<file path="src/rtl/fb_pkg.sv">
// Shared framebuffer geometry and drawing-command types for the VGA draw path.
package fb_pkg;

  localparam int FB_WIDTH  = 640;
  localparam int FB_HEIGHT = 480;
  localparam int COORD_W   = 11;
  localparam int COLOR_W   = 8;

  typedef enum logic [1:0] {IDLE, SETUP, FILL, DONE} fill_state_t;

  typedef struct packed {
    logic               clear;
    logic [COORD_W-1:0] x0;
    logic [COORD_W-1:0] y0;
    logic [COORD_W-1:0] x1;
    logic [COORD_W-1:0] y1;
    logic [COLOR_W-1:0] color;
  } fb_cmd_t;

  function automatic logic [COORD_W-1:0] coord_min(input logic [COORD_W-1:0] a,
                                                   input logic [COORD_W-1:0] b);
    return (a < b) ? a : b;
  endfunction

  function automatic logic [COORD_W-1:0] coord_max(input logic [COORD_W-1:0] a,
                                                   input logic [COORD_W-1:0] b);
    return (a < b) ? b : a;
  endfunction

endpackage

</file>
<file path="src/rtl/fb_rect_clip.sv">
// Orders rectangle corners, clips them to the visible screen and flags rectangles
// that fall entirely off-screen. Purely combinational.
module fb_rect_clip
  import fb_pkg::*;
#(
  parameter int WIDTH  = FB_WIDTH,
  parameter int HEIGHT = FB_HEIGHT
) (
  input  logic               clear,
  input  logic [COORD_W-1:0] x0,
  input  logic [COORD_W-1:0] y0,
  input  logic [COORD_W-1:0] x1,
  input  logic [COORD_W-1:0] y1,
  output logic [COORD_W-1:0] xl,
  output logic [COORD_W-1:0] xr,
  output logic [COORD_W-1:0] yt,
  output logic [COORD_W-1:0] yb,
  output logic               empty
);

  localparam logic [COORD_W-1:0] X_LAST = COORD_W'(WIDTH - 1);
  localparam logic [COORD_W-1:0] Y_LAST = COORD_W'(HEIGHT - 1);

  logic [COORD_W-1:0] lo_x, hi_x, lo_y, hi_y;

  // Emptiness is judged on the near edges only; far edges are simply clamped.
  always_comb begin
    lo_x  = coord_min(x0, x1);
    hi_x  = coord_max(x0, x1);
    lo_y  = coord_min(y0, y1);
    hi_y  = coord_max(y0, y1);
    xl    = lo_x;
    yt    = lo_y;
    xr    = coord_min(hi_x, X_LAST);
    yb    = coord_min(hi_y, Y_LAST);
    empty = (lo_x > X_LAST) || (lo_y > Y_LAST);
    if (clear) begin
      xl    = '0;
      yt    = '0;
      xr    = X_LAST;
      yb    = Y_LAST;
      empty = 1'b0;
    end
  end

endmodule

</file>
<file path="src/rtl/fb_rect_writer.sv">
// Rectangle-fill / clear-screen engine driving the 640x480 framebuffer write port
// at one pixel per clock in raster order.
module fb_rect_writer
  import fb_pkg::*;
#(
  parameter int WIDTH  = FB_WIDTH,
  parameter int HEIGHT = FB_HEIGHT
) (
  input  logic               CLOCK_50,
  input  logic               reset,
  input  logic               cmd_valid,
  output logic               cmd_ready,
  input  logic               cmd_clear,
  input  logic [COORD_W-1:0] cmd_x0,
  input  logic [COORD_W-1:0] cmd_y0,
  input  logic [COORD_W-1:0] cmd_x1,
  input  logic [COORD_W-1:0] cmd_y1,
  input  logic [COLOR_W-1:0] cmd_color,
  output logic [COORD_W-1:0] x,
  output logic [COORD_W-1:0] y,
  output logic [COLOR_W-1:0] VGA_Cin,
  output logic               pixel_write,
  output logic               busy,
  output logic               done
);

  fill_state_t        state, next_state;
  fb_cmd_t            cmd_q;
  logic [COORD_W-1:0] cur_x, cur_y, bound_xl, bound_xr, bound_yb;
  logic [COORD_W-1:0] clip_xl, clip_xr, clip_yt, clip_yb;
  logic               clip_empty;
  logic               accept, last_pixel;

  // Ready is masked by reset so nothing can be accepted while the engine is held.
  assign cmd_ready  = (state == IDLE) && !reset;
  assign accept     = cmd_valid && cmd_ready;
  assign last_pixel = (cur_x == bound_xr) && (cur_y == bound_yb);

  fb_rect_clip #(
    .WIDTH (WIDTH),
    .HEIGHT(HEIGHT)
  ) u_clip (
    .clear(cmd_q.clear),
    .x0   (cmd_q.x0),
    .y0   (cmd_q.y0),
    .x1   (cmd_q.x1),
    .y1   (cmd_q.y1),
    .xl   (clip_xl),
    .xr   (clip_xr),
    .yt   (clip_yt),
    .yb   (clip_yb),
    .empty(clip_empty)
  );

  always_ff @(posedge CLOCK_50 or posedge reset) begin
    if (reset) state <= IDLE;
    else       state <= next_state;
  end

  always_comb begin
    next_state = state;
    case (state)
      IDLE:    if (accept) next_state = SETUP;
      SETUP:   next_state = clip_empty ? DONE : FILL;
      FILL:    if (last_pixel) next_state = DONE;
      DONE:    next_state = IDLE;
      default: next_state = IDLE;
    endcase
  end

  // Outputs lag the cursor by one register stage, so the last write is still
  // visible while the FSM sits in DONE; done follows on the next edge.
  always_ff @(posedge CLOCK_50 or posedge reset) begin
    if (reset) begin
      cmd_q       <= '0;
      cur_x       <= '0;
      cur_y       <= '0;
      bound_xl    <= '0;
      bound_xr    <= '0;
      bound_yb    <= '0;
      x           <= '0;
      y           <= '0;
      VGA_Cin     <= '0;
      pixel_write <= 1'b0;
      busy        <= 1'b0;
      done        <= 1'b0;
    end else begin
      pixel_write <= 1'b0;
      done        <= 1'b0;
      case (state)
        IDLE: begin
          if (accept) begin
            cmd_q.clear <= cmd_clear;
            cmd_q.x0    <= cmd_x0;
            cmd_q.y0    <= cmd_y0;
            cmd_q.x1    <= cmd_x1;
            cmd_q.y1    <= cmd_y1;
            cmd_q.color <= cmd_color;
            busy        <= 1'b1;
          end
        end
        SETUP: begin
          cur_x    <= clip_xl;
          cur_y    <= clip_yt;
          bound_xl <= clip_xl;
          bound_xr <= clip_xr;
          bound_yb <= clip_yb;
        end
        FILL: begin
          x           <= cur_x;
          y           <= cur_y;
          VGA_Cin     <= cmd_q.color;
          pixel_write <= 1'b1;
          if (cur_x == bound_xr) begin
            cur_x <= bound_xl;
            if (cur_y != bound_yb) cur_y <= cur_y + COORD_W'(1);
          end else begin
            cur_x <= cur_x + COORD_W'(1);
          end
        end
        DONE: begin
          done <= 1'b1;
          busy <= 1'b0;
        end
        default: ;
      endcase
    end
  end

endmodule

</file>
<file path="config.mk">
export PLATFORM = sky130hd
export DESIGN_NAME = fb_rect_writer
export DESIGN_NICKNAME = d
export VERILOG_FILES = /design/src/rtl/fb_pkg.sv /design/src/rtl/fb_rect_clip.sv /design/src/rtl/fb_rect_writer.sv
export SDC_FILE = /design/constraint.sdc
export NUM_CORES = 1
export LEC_CHECK = 0
export CORE_MARGIN = 5
export CORE_UTILIZATION = 57
export DETAILED_ROUTE_END_ITERATION = 12
export PLACE_DENSITY = 0.81
export SYNTH_ARGS = -nofsm -noshare
export SYNTH_HDL_FRONTEND = slang
export SYNTH_HIERARCHICAL = 1
export SYNTH_SLANG_ARGS = --single-unit
</file>
<file path="constraint.sdc">
create_clock -name CLOCK_50 -period 5.3 [get_ports CLOCK_50]
set_clock_uncertainty 0.1 [all_clocks]
set_input_delay 1.06 -clock CLOCK_50 [delete_from_list [all_inputs] [get_ports CLOCK_50]]
set_output_delay 1.06 -clock CLOCK_50 [all_outputs]
set_load 0.03 [all_outputs]
</file>
# Word level (Yosys, flattened, before mapping)
# Cells that the tools add are included.
[word_totals]
ff_bits = 143
inputBits = 56
out_inout_bits = 34
wordCells = 72
[op_classes]
add_sub_neg = 2
n_lt_le_gt_ge = 6
n_eq_ne = 10
muxes = 24
reduce_logical = 12
[op_table]
columns = ["op", "n"]
rows = [
  ["2-to-1 mux 11 bit", 13],
  ["case mux 11 bit (2 select lines)", 2],
  ["adder 11 x 1 -> 11 bit, second input constant", 2],
  ["equality test 11 bit", 2],
  ["less-than comparator 11 bit", 2],
  ["greater-than comparator 11 x 10 -> 1 bit, second input constant", 1],
  ["greater-than comparator 11 x 9 -> 1 bit, second input constant", 1],
  ["less-than comparator 11 x 10 -> 1 bit, second input constant", 1],
  ["less-than comparator 11 x 9 -> 1 bit, second input constant", 1],
  ["!= test 11 bit", 1],
  ["!= test 2 bit, second input constant", 4],
  ["case mux 2 bit (4 select lines)", 1],
  ["AND reduction 2 bit", 3],
  ["2-to-1 mux 1 bit", 5],
  ["equality test 2 bit, second input constant", 2],
  ["2-to-1 mux 2 bit", 2],
  ["nonzero test 2 bit", 2],
  ["logical AND 1 bit", 3],
  ["AND reduction 3 bit", 1],
  ["equality test 2 x 1 -> 1 bit, second input constant", 1],
  ["zero test 2 bit", 1],
  ["case mux 1 bit (2 select lines)", 1],
  ["zero test 1 bit", 1],
  ["logical OR 1 bit", 1],
]

# Longest topological paths before layout
# Gate-level depths: netlist of the first run.
[depth]
depth_word = 7
depth_mapped = 14

# Hierarchy
# The synthesis of the first run kept the hierarchy.
[by_module_without_submodules]
columns = ["mod", "n_inst", "cells_per_inst", "area_each_um2", "seq_area_each_um2"]
rows = [
  ["fb_rect_writer", 1, 500, 6424.9, 3578.4],
  ["fb_rect_clip", 1, 232, 1403.8, 0.0],
]

# Worst setup path before layout of the first run
# OpenSTA, ideal clock, no wires.
[synth_timing]
kind = "in2out"
startpoint = "input port reset"
endpoint = "output port cmd_ready"
arrival_time_ns = 1.553
path_slack_ns = 2.587
stages = 1
path_buffers = 0
path_cell_list = "nor2b_1"
[synth_between]
elab_chain_len = 2
[synth_rtl]
columns = ["item", "line_no", "rtl"]
rows = [
  ["start, declared", "fb_rect_writer.sv:10", "input logic reset,"],
  ["zero test 1 bit (no source line)", "--", ""],
  ["logical AND 1 bit", "fb_rect_writer.sv:35", "assign cmd_ready = (state == IDLE) && !reset;"],
  ["end, declared", "fb_rect_writer.sv:12", "output logic cmd_ready,"],
]
# Every way passes these cells.

# Worst setup path in the final report of the first run
# Same ends and word-level chain as after synthesis.

==> qor.txt, run 1 <==
drt via density: 6.04
clock-pin slew on the worst setup and hold paths: 60 ps
number of enable flip-flop cells after synthesis: 0
sw frac: 0.441
worst-skew pair later-pin latency: 420 ps
Mapped Area: 0.00783 mm2
# fillers: 998
top post-synthesis cells by count: 143 x dfrtp_1, 110 x mux2_2, 53 x a21oi_1, 45 x nand2_1, 43 x nor2_1
dpl ws: 1610 ps
Initial Util: 0.587
maximum clock frequency: 271 MHz
worst hold-check path type: reg2reg
cell row count: 42
Setup CP Type: in2out
worst r2r src: state[0]
worst vdd ir: 480 uV
crit end category: output port
Vert. Die Dim: 127 um
Synth area leader: dfrtp_1
status: finished, final reports clean
total grt overflow: 0
fin nets: 887
Net Switching: 3.01 mW
Max Slew Vio Count: 0
layout cell share with drive strength beyond 1: 0.207
drt drc: 0
CTS tree: done
cells after synthesis: 732
P_int: 3.82 mW
Final ANT Viol Nets: 0
Flop pwr share: 0.324
Setup TNS: 0 ps
TritonCTS buffer count: 17
gpl congestion: 0.936
Leakage: 3.99 nW
Post-Layout Inst Area: 0.00930 mm2
Antenna Cells: 0
Max clock buf depth: 2
Placed Area: 0.00877 mm2
Avg Cell Area, Syn: 10.7 um2
Async SR Flop Fraction: 1.00
FF-to-FF path depth: 9
Finish-stage setup viols: 0
1st-iter DRT viols: 859
H-tree levels: 4
end point of the critical path: cmd_ready
most frequent cell after synthesis: dfrtp_1
Worst R2R Setup Slack: 2210 ps
synthesis-stage register bit count: 143
crit share post-route: 0.696
library cells used by synthesis: 58
post-cts gate resize count: 0
hold buffers post-CTS: 0
top-level port count: 90
CP arrival: 2530 ps
first-pass iteration count of the detailed router: 6
post-CTS setup buffer count: 0
post-DP HPWL: 13.0 mm
slew at the pin with the worst max-slew slack: 1190 ps
WL final: 18.5 mm
required time of the critical path: 4140 ps
top cells by area, synth: dfrtp_1 46%, mux2_2 16%, ha_1 4.3%
Die Wd: 127 um
initial antenna violation count: 0
Rel. slew slack: 0.209
PnR worst setup slack: 1610 ps
RSZ-0062 raised after global routing: no
via count: 5,988
crit-path max FO: 3
Top FF cell, synth: dfrtp_1
Yosys top cell area share: 0.457
Root Buffer: clkbuf_16
yosys warns: 6
Core Region: 0.0133 mm2
crit path launch type: primary input
max cap viols: 0
Hold Vio Cnt, Final: 0
Clock Sinks: 143
number of global-route vias before repair: 5,886
DR WL/cell: 18.7 um
RR Endpoint: cur_y[7]
power per cell area: 735 mW/mm2
Clock power frac: 0.155
logic gate share of total power: 0.522
Layout area overhead: 18.8%
first-pass GRT wire length: 30.8 mm
Crit. Startpoint: reset
post-synthesis sequential area ratio: 0.457
Tot GR Track Use: 0.238
largest net degree at the start of global routing: 75
Final Critical Period: 3690 ps
Port Buffers: 89
die area: 0.0162 mm2
[through the flow]
step	hold WS [ps]	power, mW	utilization	cells
after global routing	412	7.32	0.697	992
after CTS	398	6.81	0.697	992
after detailed placement	382	5.71	0.657	961
after floorplan	374	4.77	-	734
final	397	6.83	0.697	992
after global placement	377	5.54	0.657	961
[power groups by stage]
stage | clock network, mW | logic, mW | registers [mW]
5_1_grt | 1.12 | 3.92 | 2.29
3_5_place_dp | 0 | 3.50 | 2.21
6_report | 1.06 | 3.56 | 2.21
4_1_cts | 1.08 | 3.54 | 2.20
3_3_place_gp | 0 | 3.37 | 2.18
2_1_floorplan | 0 | 2.58 | 2.19
[layout by cell type (no fill, tap or decap), types with 3 or more instances in the layout]
master | netlist | final
a21o_1 | 6 | 6
a21oi_1 | 53 | 53
a31oi_1 | 5 | 5
a41oi_1 | 3 | 3
and2_1 | 5 | 5
and3_1 | 4 | 4
buf_4 | 6 | 6
clkbuf_1 | 21 | 3
clkbuf_16 | 0 | 17
clkdlybuf4s50_1 | 0 | 89
clkinv_2 | 0 | 3
clkinvlp_4 | 0 | 4
conb_1 | 1 | 3
dfrtp_1 | 143 | 143
ha_1 | 27 | 26
inv_1 | 38 | 37
mux2_2 | 110 | 110
mux2_4 | 7 | 7
mux2i_1 | 25 | 25
nand2_1 | 45 | 44
nand3_1 | 28 | 28
nand4_1 | 10 | 10
nor2_1 | 43 | 43
nor2b_1 | 3 | 3
nor3_1 | 20 | 20
o211ai_1 | 10 | 10
o21ai_0 | 14 | 14
o21ai_1 | 6 | 6
o21ai_2 | 3 | 3
o22ai_1 | 9 | 9
o31ai_1 | 6 | 6
or3_1 | 4 | 4
xnor2_1 | 5 | 5
xor2_1 | 25 | 25
[worst max-delay path: stages]
cell and delay [ps]:
clkdlybuf4s50_1 480, nor2b_1 260, clkdlybuf4s50_1 720
[sequential cells by signal (all words and copies together) (netlist names)]
name         count
bound_xl        11
done             1
bound_yb        11
cmd_q           53
busy             1
state            2
bound_xr        11
pixel_write      1
x               11
VGA_Cin          8
cur_y           11
cur_x           11
y               11
[cells by family (layout without fill, tap and decap cells)]
kind of cell,Yosys count,in the layout,share of synthesized area
xor+xnor,31,31,0.0356
fa+ha+maj,27,27,0.0432
flops,143,143,0.457
other cells,1,3,0.000479
mux,142,142,0.204
simple gates,176,176,0.108
compound gates,128,128,0.103
buf+inv,84,166,0.0486
[area by class of cell]
cell class,instances,area [um2],area share
clock buffer,22,464,0.0499
sequential,143,3580,0.385
multi-input combinational,507,3880,0.418
timing repair buffer,95,936,0.101
clock inverter,9,62.6,0.00673
tap,176,220,0.0237
inverter,40,155,0.0167
[worst min path at each step]
stage            startpoint           end  cells after the start
2_1_floorplan      cmd_q[0]    VGA_Cin[0]                      1
3_3_place_gp          y[10]         y[10]                      1
3_5_place_dp          y[10]         y[10]                      1
4_1_cts               y[10]         y[10]                      1
5_1_grt        bound_xl[10]  bound_xl[10]                      1
6_report              y[10]         y[10]                      1
[per-layer routing]
layer | vias to the layer above | global-route usage | share of wire
met5 | - | 0 | 0
li1 | 2741 | - | -
met3 | 50 | 0.0513 | 0.075
met1 | 2911 | 0.343 | 0.45
met2 | 286 | 0.360 | 0.46
met4 | 0 | 0.0789 | 0.022
No activity file was read; power rests on OpenSTA's default activity.
==> run 2, diff against run 1 <==
- clock period: 5.3 -> 3.45 ns (I/O delays scaled with it)
==> qor.txt, run 2 (synthesis gave the netlist of run 1 again) <==
status: finished, final reports clean
power per cell area: 1140 mW/mm2 (+55%)
worst hold-check path type: reg2reg
Setup CP Type: reg2out
CTS tree: done
Antenna Cells: 0 (unchanged)
layout cell share with drive strength beyond 1: 0.220 (+0.0132)
worst vdd ir: 590 uV (+23%)
Core Region: 0.0133 mm2 (unchanged)
Max clock buf depth: 2 (unchanged)
Tot GR Track Use: 0.245 (+0.00755)
slew at the pin with the worst max-slew slack: 1030 ps (-158 ps)
FF-to-FF path depth: 11 (+2)
Rel. slew slack: 0.314 (+0.106)
dpl ws: 519 ps (-1090 ps)
cell breakdown of the critical path: inv_1, ha_1, nor2b_1, clkdlybuf4s50_1
crit end category: output port
Initial Util: 0.587 (unchanged)
H-tree levels: 4 (unchanged)
initial antenna violation count: 0 (unchanged)
Clock power frac: 0.165 (+0.010)
Vert. Die Dim: 127 um (unchanged)
Root Buffer: clkbuf_16
crit-path max FO: 4 (+1)
Final ANT Viol Nets: 0 (unchanged)
Port Buffers: 89 (unchanged)
via count: 5,984 (-0.067%)
Setup TNS: 0 ps (unchanged)
PnR worst setup slack: 392 ps (-1220 ps)
Top reg by flops: cmd_q
first-pass iteration count of the detailed router: 6 (unchanged)
Hold Vio Cnt, Final: 0 (unchanged)
Hold Path Depth: 1 (unchanged)
critical path's largest stage delay: 740 ps (+20 ps)
# fillers: 1,010 (+1.2%)
post-CTS setup buffer count: 0 (unchanged)
Net Switching: 4.70 mW (+56%)
top-level port count: 90 (unchanged)
Leakage: 4.07 nW (+2.2%)
1st-iter DRT viols: 799 (-7.0%)
Die Wd: 127 um (unchanged)
die area: 0.0162 mm2 (unchanged)
max cap viols: 0 (unchanged)
required time of the critical path: 2660 ps (-1480 ps)
Worst R2R Setup Slack: 690 ps (-1520 ps)
Final Critical Period: 3060 ps
logic gate share of total power: 0.521 (about the same)
worst r2r src: cmd_q[14]
Max Slew Vio Count: 0 (unchanged)
clock-pin slew on the worst setup and hold paths: 60 ps (about the same)
drt drc: 0 (unchanged)
first-pass GRT wire length: 31.6 mm (+2.5%)
post-cts gate resize count: 0 (unchanged)
RR Endpoint: cur_y[4]
Worst Path Buf+Inv: 2 (unchanged)
Finish-stage setup viols: 0 (unchanged)
fin nets: 896 (+1.0%)
P_int: 6.05 mW (+58%)
post-DP HPWL: 13.6 mm (+4.4%)
TritonCTS buffer count: 17 (unchanged)
total grt overflow: 0 (unchanged)
cell at the slowest stage of the critical path: clkdlybuf4s50_1
RSZ-0062 raised after global routing: no
worst-skew pair later-pin latency: 420 ps (about the same)
commonest cells after routing, fill and taps aside: 143 x dfrtp_1, 110 x mux2_2, 89 x clkdlybuf4s50_1, 53 x a21oi_1, 44 x nand2_1
Hold Crit Start: y[10]
crit path launch type: register
number of flip-flops in the largest register: 53 (unchanged)
commonest non-fill, non-tap cell in the layout: dfrtp_1
number of global-route vias before repair: 6,111 (+3.8%)
CP top delay family: buffers and inverters
crit share post-route: 0.887
Hold WS: 385 ps (-11.5 ps)
DR WL/cell: 18.7 um (+0.42%)
drt via density: 5.97 (-1.1%)
CP arrival: 2270 ps (-260 ps)
Layout area overhead: 20.9%
largest net degree at the start of global routing: 44 (-41%)
WL final: 18.8 mm (+1.4%)
maximum clock frequency: 327 MHz
Flop pwr share: 0.314 (-0.010)
sw frac: 0.437 (-0.00418)
hold buffers post-CTS: 0 (unchanged)
hold endpoint: y[10]
cell row count: 42 (unchanged)
Clock Sinks: 143 (unchanged)
gpl congestion: 0.893 (-4.6%)
-- run 2: changes by cell type in the layout (fill, tap and decap cells not counted) --
cell       before  now
buf_4           6   11
buf_12          0    4
clkbuf_1        3    0
clkinv_2        3    6
clkinv_4        1    4
bufinv_16       0    2
clkbuf_8        2    0
inv_6           2    0
-- run 2: how the worst max path moves through the flow --
stage | from | to | cells past startpoint
2_1_floorplan | reset | VGA_Cin[0] | 1
3_3_place_gp | reset | cmd_ready | 3
3_5_place_dp | reset | cmd_ready | 3
4_1_cts | state[1] | cmd_ready | 4
5_1_grt | state[1] | cmd_ready | 4
6_report | state[1] | cmd_ready | 4
-- run 2: power groups by stage --
stage / Combinational [mW] / Sequential (mW) / Clock (mW)
6_report: 5.60 / 3.38 / 1.77
5_1_grt: 6.15 / 3.49 / 1.87
4_1_cts: 5.57 / 3.36 / 1.80
3_3_place_gp: 5.30 / 3.33 / 0
2_1_floorplan: 3.96 / 3.36 / 0
3_5_place_dp: 5.52 / 3.38 / 0
-- run 2: cell type report --
| type | instances | area [um2] | area share |
|---|---|---|---|
| inverters | 40 | 154 | 0.0163 |
| clock inverters | 15 | 148 | 0.0156 |
| clock buffers | 17 | 425 | 0.0450 |
| multi-input cells | 507 | 3880 | 0.410 |
| well taps | 176 | 220 | 0.0233 |
| flip-flops and latches | 143 | 3580 | 0.378 |
| repair buffers | 104 | 1050 | 0.111 |
-- run 2: routing by layer --
metal	part of all wire	vias up	global-route usage
met5	0	-	0
met4	0.014	0	0.0770
met3	0.079	33	0.0735
met2	0.46	250	0.370
met1	0.44	2941	0.343
li1	-	2760	-
-- run 2: metrics by stage --
stage | utilization | total power [mW] | instances | instance area, um2
6_report | 0.709 | 10.7 | 1002 | 9460
5_1_grt | 0.709 | 11.5 | 1002 | 9460
4_1_cts | 0.709 | 10.7 | 1002 | 9460
3_5_place_dp | 0.666 | 8.90 | 970 | 8890
3_3_place_gp | 0.666 | 8.63 | 970 | 8890
2_1_floorplan | - | 7.32 | 734 | 7840
